--- src/rtl/regfile_mp.sv ---
// Two-write / two-read register file with fixed W1-over-W0 priority, optional
// write-to-read bypass, optional hardwired zero entry and a soft-clear sweep.
module regfile_mp #(
    parameter int DATA_W   = 32,
    parameter int ADDR_W   = 5,
    parameter int ZERO_REG = 1,
    parameter int BYPASS   = 1
) (
    input  logic              RF_clk,
    input  logic              RF_rst,
    input  logic              RF_ena,
    input  logic              RF_clr,
    input  logic              W0_en,
    input  logic [ADDR_W-1:0] W0_addr,
    input  logic [DATA_W-1:0] W0_data,
    input  logic              W1_en,
    input  logic [ADDR_W-1:0] W1_addr,
    input  logic [DATA_W-1:0] W1_data,
    input  logic [ADDR_W-1:0] Rsc,
    input  logic [ADDR_W-1:0] Rtc,
    output logic [DATA_W-1:0] Rs,
    output logic [DATA_W-1:0] Rt,
    output logic              clr_busy,
    output logic              wr_drop
);
    localparam int DEPTH = 2 ** ADDR_W;

    typedef enum logic {IDLE, CLEAR} state_t;

    state_t            state_q, state_d;
    logic [ADDR_W-1:0] clr_idx_q, clr_idx_d;
    logic              wr_drop_q, wr_drop_d;
    logic [DATA_W-1:0] mem_q [DEPTH];
    logic [DATA_W-1:0] mem_d [DEPTH];
    logic              wr_open, w0_ok, w1_ok;

    // Entry 0 is unwritable and reads zero when the zero register is enabled.
    function automatic logic addr_ok(input logic [ADDR_W-1:0] a);
        return !((ZERO_REG != 0) && (a == '0));
    endfunction

    assign wr_open = (state_q == IDLE) && RF_ena;
    assign w0_ok   = wr_open && W0_en && addr_ok(W0_addr);
    assign w1_ok   = wr_open && W1_en && addr_ok(W1_addr);

    function automatic logic [DATA_W-1:0] rd_port(input logic [ADDR_W-1:0] a,
                                                  input logic [DATA_W-1:0] stored);
        if (!RF_ena || (state_q == CLEAR) || !addr_ok(a)) return '0;
        if ((BYPASS != 0) && w1_ok && (W1_addr == a)) return W1_data;
        if ((BYPASS != 0) && w0_ok && (W0_addr == a)) return W0_data;
        return stored;
    endfunction

    always_comb begin
        state_d   = state_q;
        clr_idx_d = clr_idx_q;
        wr_drop_d = (state_q == CLEAR) && (W0_en || W1_en);
        mem_d     = mem_q;
        case (state_q)
            IDLE: begin
                // W1 is applied last so it wins a same-address collision.
                if (w0_ok) mem_d[W0_addr] = W0_data;
                if (w1_ok) mem_d[W1_addr] = W1_data;
                if (RF_clr && RF_ena) begin
                    state_d   = CLEAR;
                    clr_idx_d = '0;
                end
            end
            CLEAR: begin
                if (RF_ena) begin
                    mem_d[clr_idx_q] = '0;
                    clr_idx_d        = clr_idx_q + ADDR_W'(1);
                    if (clr_idx_q == ADDR_W'(DEPTH - 1)) state_d = IDLE;
                end
            end
            default: state_d = IDLE;
        endcase
    end

    always_ff @(posedge RF_clk) begin
        if (RF_rst) begin
            state_q   <= IDLE;
            clr_idx_q <= '0;
            wr_drop_q <= 1'b0;
            for (int i = 0; i < DEPTH; i++) mem_q[i] <= '0;
        end else begin
            state_q   <= state_d;
            clr_idx_q <= clr_idx_d;
            wr_drop_q <= wr_drop_d;
            mem_q     <= mem_d;
        end
    end

    always_comb begin
        Rs = rd_port(Rsc, mem_q[Rsc]);
        Rt = rd_port(Rtc, mem_q[Rtc]);
    end

    assign clr_busy = (state_q == CLEAR);
    assign wr_drop  = wr_drop_q;

endmodule

--- config.mk ---
export PLATFORM = sky130hd
export DESIGN_NAME = regfile_mp
export DESIGN_NICKNAME = d
export VERILOG_FILES = /design/src/rtl/regfile_mp.sv
export SDC_FILE = /design/constraint.sdc
export NUM_CORES = 2
export LEC_CHECK = 0
export BUFFER_PORTS_ARGS = -buffer_cell sky130_fd_sc_hd__buf_2
export CORE_MARGIN = 3
export CORE_UTILIZATION = 25
export CTS_BUF_LIST = sky130_fd_sc_hd__clkbuf_4
export DETAILED_ROUTE_END_ITERATION = 16
export GPL_TIMING_DRIVEN = 1
export MAX_ROUTING_LAYER = met4
export PLACE_DENSITY = 0.47
export SKIP_LAST_GASP = 1
export SLEW_MARGIN = 20
export SYNTH_ARGS = -nofsm -noshare
export SYNTH_HDL_FRONTEND = slang
export SYNTH_SLANG_ARGS = --single-unit
--- constraint.sdc ---
create_clock -name RF_clk -period 4.25 [get_ports RF_clk]
set_clock_uncertainty 0.05 [all_clocks]
set_input_delay 0.2125 -clock RF_clk [delete_from_list [all_inputs] [get_ports RF_clk]]
set_output_delay 0.2125 -clock RF_clk [all_outputs]
set_load 0.005 [all_outputs]
# After elaboration in Yosys (flattened, before gate mapping)
# Cells that the tools add are included.
dict set report totals {
  reg_bits 1031
  inputBits 90
  out_inout_bits 66
  word_cells 135
}
dict set report op_classes {
  add_sub_neg 1
  n_lt_le_gt_ge 8
  eq_ne 7
  muxes 50
  n_bitwise 8
  reduce_logical 26
}
# op count
set ops {}
lappend ops {{1024-bit 2-to-1 mux} 4}
lappend ops {{1024-bit bitwise mux} 2}
lappend ops {{1024-bit case mux with 2 select lines} 1}
lappend ops {{1024-bit bitwise AND} 1}
lappend ops {{1024-bit inverter} 1}
lappend ops {{32-bit 2-to-1 mux} 19}
lappend ops {{32-bit demux with 5-bit select} 3}
lappend ops {{32-bit binary-select mux with 5-bit select} 2}
lappend ops {{6-bit greater-or-equal comparator, second input constant} 5}
lappend ops {{5-bit inverter with 6-bit output} 5}
lappend ops {{5-bit equality test} 4}
lappend ops {{5-bit logical NOT} 4}
lappend ops {{6-bit by 1-bit < comparator with 1-bit output, second input constant} 3}
lappend ops {{1-bit 2-to-1 mux} 15}
lappend ops {{1-bit logical AND} 14}
lappend ops {{5-bit 2-to-1 mux} 2}
lappend ops {{5-bit case mux with 2 select lines} 1}
lappend ops {{5-bit by 1-bit adder with 5-bit output, second input constant} 1}
lappend ops {{5-bit equality test, second input constant} 1}
lappend ops {{1-bit logical OR} 4}
lappend ops {{1-bit logical NOT} 3}
lappend ops {{2-bit by 1-bit != test with 1-bit output, second input constant} 1}
lappend ops {{2-bit != test, second input constant} 1}
lappend ops {{1-bit case mux with 2 select lines} 1}
lappend ops {{other kinds (2)} 2}

# Logic depth before layout (Yosys ltp)
dict set report logic_depth {
  depth_word 12
  mapped_depth 9
  mapped_depth_nobuf 6
}

# Worst setup path before layout
# No wires, ideal clock.
dict set report synth_timing {
  kind {input port to output port}
  startpoint {in Rtc[2]}
  endpoint {out Rt[17]}
  arrival_ps 1974
  required_time_ps 3988
  slack_ps 2013
  cell_stages 7
  n_path_buf 3
  path_cell_list {buf_2 > clkbuf_1 > buf_2 > mux4_2 > a22o_1 > nor4_1 > o31ai_1}
}
dict set report synth_between {
  elab_chain_cells 8
  word_cells_on_any_way 21
  classes_between {2 x eq/ne; 14 x mux; 1 x bitwise; 4 x reduce/logical}
}
# element line
set synth_lines {}
lappend synth_lines {{start: declaration} 20} ;# input logic [ADDR_W-1:0] Rtc,
lappend synth_lines {{parallel branches: the longest is 7 deep, another holds 32-bit binary-select mux with 5-bit select} --}
lappend synth_lines {{32-bit 2-to-1 mux *} 49} ;# if ((BYPASS != 0) && w1_ok && (W1_addr == a)) return W1_data;
lappend synth_lines {{end: declaration} 22} ;# output logic [DATA_W-1:0] Rt,
# Every way passes the cells marked *. The select of a mux whose other input is x is not followed.

# Worst setup path in the final report
dict set report layout_timing {
  startpoint {reg state_q, in the netlist clr_busy}
  endpoint {out Rs[30]}
}
dict set report layout_between {
  elab_chain_cells 11
  word_cells_on_any_way 21
  classes_between {11 x mux; 1 x bitwise; 9 x reduce/logical}
}
# element line
set layout_lines {}
lappend layout_lines {{start: declaration} 30} ;# state_t state_q, state_d;
lappend layout_lines {{start signal: assignment} 87} ;# state_q <= state_d;
lappend layout_lines {{1-bit inverter} --}
lappend layout_lines {{1-bit logical AND} 42} ;# assign wr_open = (state_q == IDLE) && RF_ena;
lappend layout_lines {{1-bit logical AND (2 in series)} 43} ;# assign w0_ok = wr_open && W0_en && addr_ok(W0_addr);
lappend layout_lines {{1-bit logical AND} 50} ;# if ((BYPASS != 0) && w0_ok && (W0_addr == a)) return W0_data;
lappend layout_lines {{1-bit 2-to-1 mux (2 in series)} 50}
lappend layout_lines {{1-bit 2-to-1 mux} 49}
lappend layout_lines {{32-bit 2-to-1 mux} 51} ;# return stored;
lappend layout_lines {{32-bit 2-to-1 mux} 50}
lappend layout_lines {{32-bit 2-to-1 mux *} 49}
lappend layout_lines {{end: declaration} 21} ;# output logic [DATA_W-1:0] Rs,
# Every way passes the cells marked *; elsewhere a longest branch is shown, timed or not. The select of a mux whose other input is x is not followed.

==> flow_metrics.env <==
export IMPL_status="complete, no violations"
export IMPL_syn_to_final_growth_pct=14.9
export IMPL_grt_max_degree=81
export IMPL_wl_met2_um=141000
export IMPL_nets=8034
export IMPL_netlist_instances=8012
export IMPL_wl_met3_um=35100
export IMPL_clock_latency_ps=1210
export IMPL_routed_wl_um=342000
export IMPL_dp_cells=11203
export IMPL_start_util_pct=25.2
export IMPL_tritoncts="built"
export IMPL_topRoutingLayerUsed="met4"
export IMPL_maxCapViolCount=0
export IMPL_ys_warnings_count=0
export IMPL_slew_viol_final=0
export IMPL_syn_avg_cell_area_um2=8.74
export IMPL_synth_top_area_cell="dfxtp_1"
export IMPL_fill_cells=29143
export IMPL_die_area_um2=286000
export IMPL_synthArstFlopShare_pct=0
export IMPL_period_share_pct=99.6
export IMPL_post_route_util_pct=29.0
export IMPL_synth_nets=8107
export IMPL_critPathArrivalTime_ps=3970
export IMPL_ys_ff_latch=1031
export IMPL_overflow=0
export IMPL_dp_hpwl_um=209000
export IMPL_clockBufferDepth=4
export IMPL_final_area_um2=80500
export IMPL_ir_drop_uv=226
export IMPL_post_route_min_period_ps=4230
export IMPL_tightest_slew_ps=1200
export IMPL_finalSetupViolations=0
export IMPL_grt_total_usage_pct=23.2
export IMPL_drive_gt1_share_pct=16.4
export IMPL_crit_family="compound AO/OA/AOI/OAI gates"
export IMPL_relSlewSlack_pct=20.1
export IMPL_power_density_nw_per_um2=282
export IMPL_viasPerCell=5.85
export IMPL_p_leak_nw=34.3
export IMPL_core_area_um2=277000
export IMPL_rows=193
export IMPL_syn_cell_area_um2=70000
export IMPL_ctsHtreeMaxLevel=5
export IMPL_final_seq_area_um2=20600
export IMPL_ys_top_cells_by_area="dfxtp_1, mux2i_1, a22o_1, mux4_2, a21oi_1"
export IMPL_die_h_um=535
export IMPL_cp_end_kind="output port"
export IMPL_stdcell_count=11849
export IMPL_portBuffers=155
export IMPL_drc=0
export IMPL_hold_viol_final=0
export IMPL_postRouteAntennaNets=0
export IMPL_cp_slowest_stage_delay_ps=570
export IMPL_antenna_found_initial=34
export IMPL_hold_class="in -> reg"
export IMPL_drt_iter0_drc=8340
export IMPL_grt_first_pass_wirelength_um=480000
export IMPL_drt_met1_wl_um=147000
export IMPL_cp_num_buf_inv=3
export IMPL_required_ps=3990
export IMPL_startpoint_type="register"
export IMPL_multi_input_area_um2=46200
export IMPL_die_w_um=535
export IMPL_path_clk_slew_ps=70
export IMPL_synth_top_area_share_pct=29.5
export IMPL_cts_inserted_buffers=306
export IMPL_clock_sinks=1031
export IMPL_vias=69358
export IMPL_ys_types=64
export IMPL_wl_per_cell_um=28.8
export IMPL_drt_pass1_iterations=8
export IMPL_cts_root_buf="clkbuf_4"
export IMPL_synth_edf_count=0
export IMPL_fmaxAchievable_mhz=236
export IMPL_slowest_stage="o21ai_1"
export IMPL_path_cells="nand3b_1 -> buf_4 -> a21oi_1 -> nand4_1 -> buf_12 -> and4_1 -> o21ai_1 -> buf_2"
export IMPL_place_area_um2=75400
export IMPL_critPathMaxFanout=64
export IMPL_io_pins=156
export IMPL_ys_flop_type="dfxtp_1"
export IMPL_rsz0062_at_grt="true"
export IMPL_grt_pass1_vias=64899
export IMPL_gp_routability_congestion=0.921
export IMPL_yosysSeqAreaShare_pct=29.5
export IMPL_critPathKind="reg -> out"
-- metrics by stage --
step / total power, mW / hold slack [ps] / TNS (ps) / setup slack, ps
2_1_floorplan: 11.7 / 278 / 0 / 2010
3_3_place_gp: 12.9 / 401 / 0 / 375
3_5_place_dp: 12.9 / 412 / 0 / 540
4_1_cts: 22.8 / 30.4 / 0 / 20.3
5_1_grt: 23.5 / 113 / -177 / -91.5
6_report: 22.7 / 143 / 0 / 17.8
-- area by class of cell --
type | count | share of cell area, %
timing repair buffer | 606 | 6.63
clock buffer | 425 | 3.97
tap | 3705 | 5.76
inverter | 12 | 0.0560
antenna | 19 | 0.0591
sequential | 1031 | 25.7
multi-input combinational | 5982 | 57.4
clock inverter | 69 | 0.507
-- registers in the layout, summed over array words and instances, names as in the netlist --
| name | flops |
|---|---|
| mem_q | 1024 |
| clr_idx_q | 5 |
| clr_busy | 1 |
| wr_drop | 1 |
-- final timing paths --
kind              cells past startpoint    endpoint  slack [ps]       start
setup / recovery                      8      Rs[30]          20    clr_busy
hold / removal                        6  mem_q[499]         140       W0_en
setup reg to reg                      7  mem_q[563]         670    clr_busy
hold reg to reg                       2  mem_q[551]         420  mem_q[551]
-- where the power goes --
part | total (mW) | internal [mW] | switching [mW] | leakage (nW)
Combinational | 3.04 | 0.874 | 2.16 | 23.8
Sequential | 9.85 | 9.75 | 0.0981 | 8.31
Clock | 9.81 | 4.87 | 4.94 | 2.15
Total | 22.7 | 15.5 | 7.20 | 34.3
-- placed cells by master (no fill, tap or decap), drive strengths merged, types with 62 or more instances in the layout --
| master | instances |
|---|---|
| a211oi | 62 |
| a21o | 352 |
| a21oi | 842 |
| a22o | 599 |
| buf | 484 |
| clkbuf | 425 |
| dfxtp | 1031 |
| dlygate4sd3 | 122 |
| mux2 | 80 |
| mux2i | 1471 |
| mux4 | 204 |
| nand2 | 334 |
| nor2 | 524 |
| nor2b | 74 |
| nor4 | 94 |
| o21ai | 628 |
| o22ai | 248 |
-- Yosys cell counts (34+ instances only) --
master	number
nand4_1	45
mux2_2	69
nand2_1	334
a211oi_1	62
and2_1	38
a21o_1	352
nor2b_1	74
mux4_2	204
o22ai_1	248
dfxtp_1	1031
mux2i_1	1471
a21oi_1	842
nand3_1	53
o21ai_0	544
a22o_1	599
buf_2	198
clkbuf_1	747
nor2_1	523
a22oi_1	34
o21ai_1	84
nor4_1	94
-- tightest hold or removal path, cell delays in order --
cell	delay, ps
buf_2	180
and3b_1	400
nand3_2	200
mux2i_1	80
a21oi_1	140
a22o_1	130
-- what timing repair did --
| item | in CTS | in global routing |
|---|---|---|
| setup endpoints to repair | 43 | 4 |
| hold endpoints to repair | 1031 | 0 |
| pin swaps | 1 | 2 |
| gates resized for setup | 12 | 2 |
| setup buffers | 1 | 6 |
| hold buffers | 123 | 0 |
| cloned | 0 | 2 |
-- kinds of logic (layout without fill, tap and decap cells) --
group / Yosys count / count (layout) / synth area share, %
adder cells (fa/ha/maj): 5 / 5 / 0.0894
AO/OA/AOI/OAI: 2901 / 2901 / 26.7
buffers and inverters: 1001 / 1112 / 5.87
XOR/XNOR: 20 / 20 / 0.250
flip-flops: 1031 / 1031 / 29.5
multiplexers: 1755 / 1755 / 28.9
AND/OR/NAND/NOR: 1299 / 1301 / 8.76
other: 0 / 19 / 0
-- layer usage --
metal	up-vias	track usage, %
li1	30208	-
met1	34231	31.3
met2	4046	32.6
met3	873	4.77
met4	0	11.7
met5	-	-
Power figures use the tool's default switching activity.
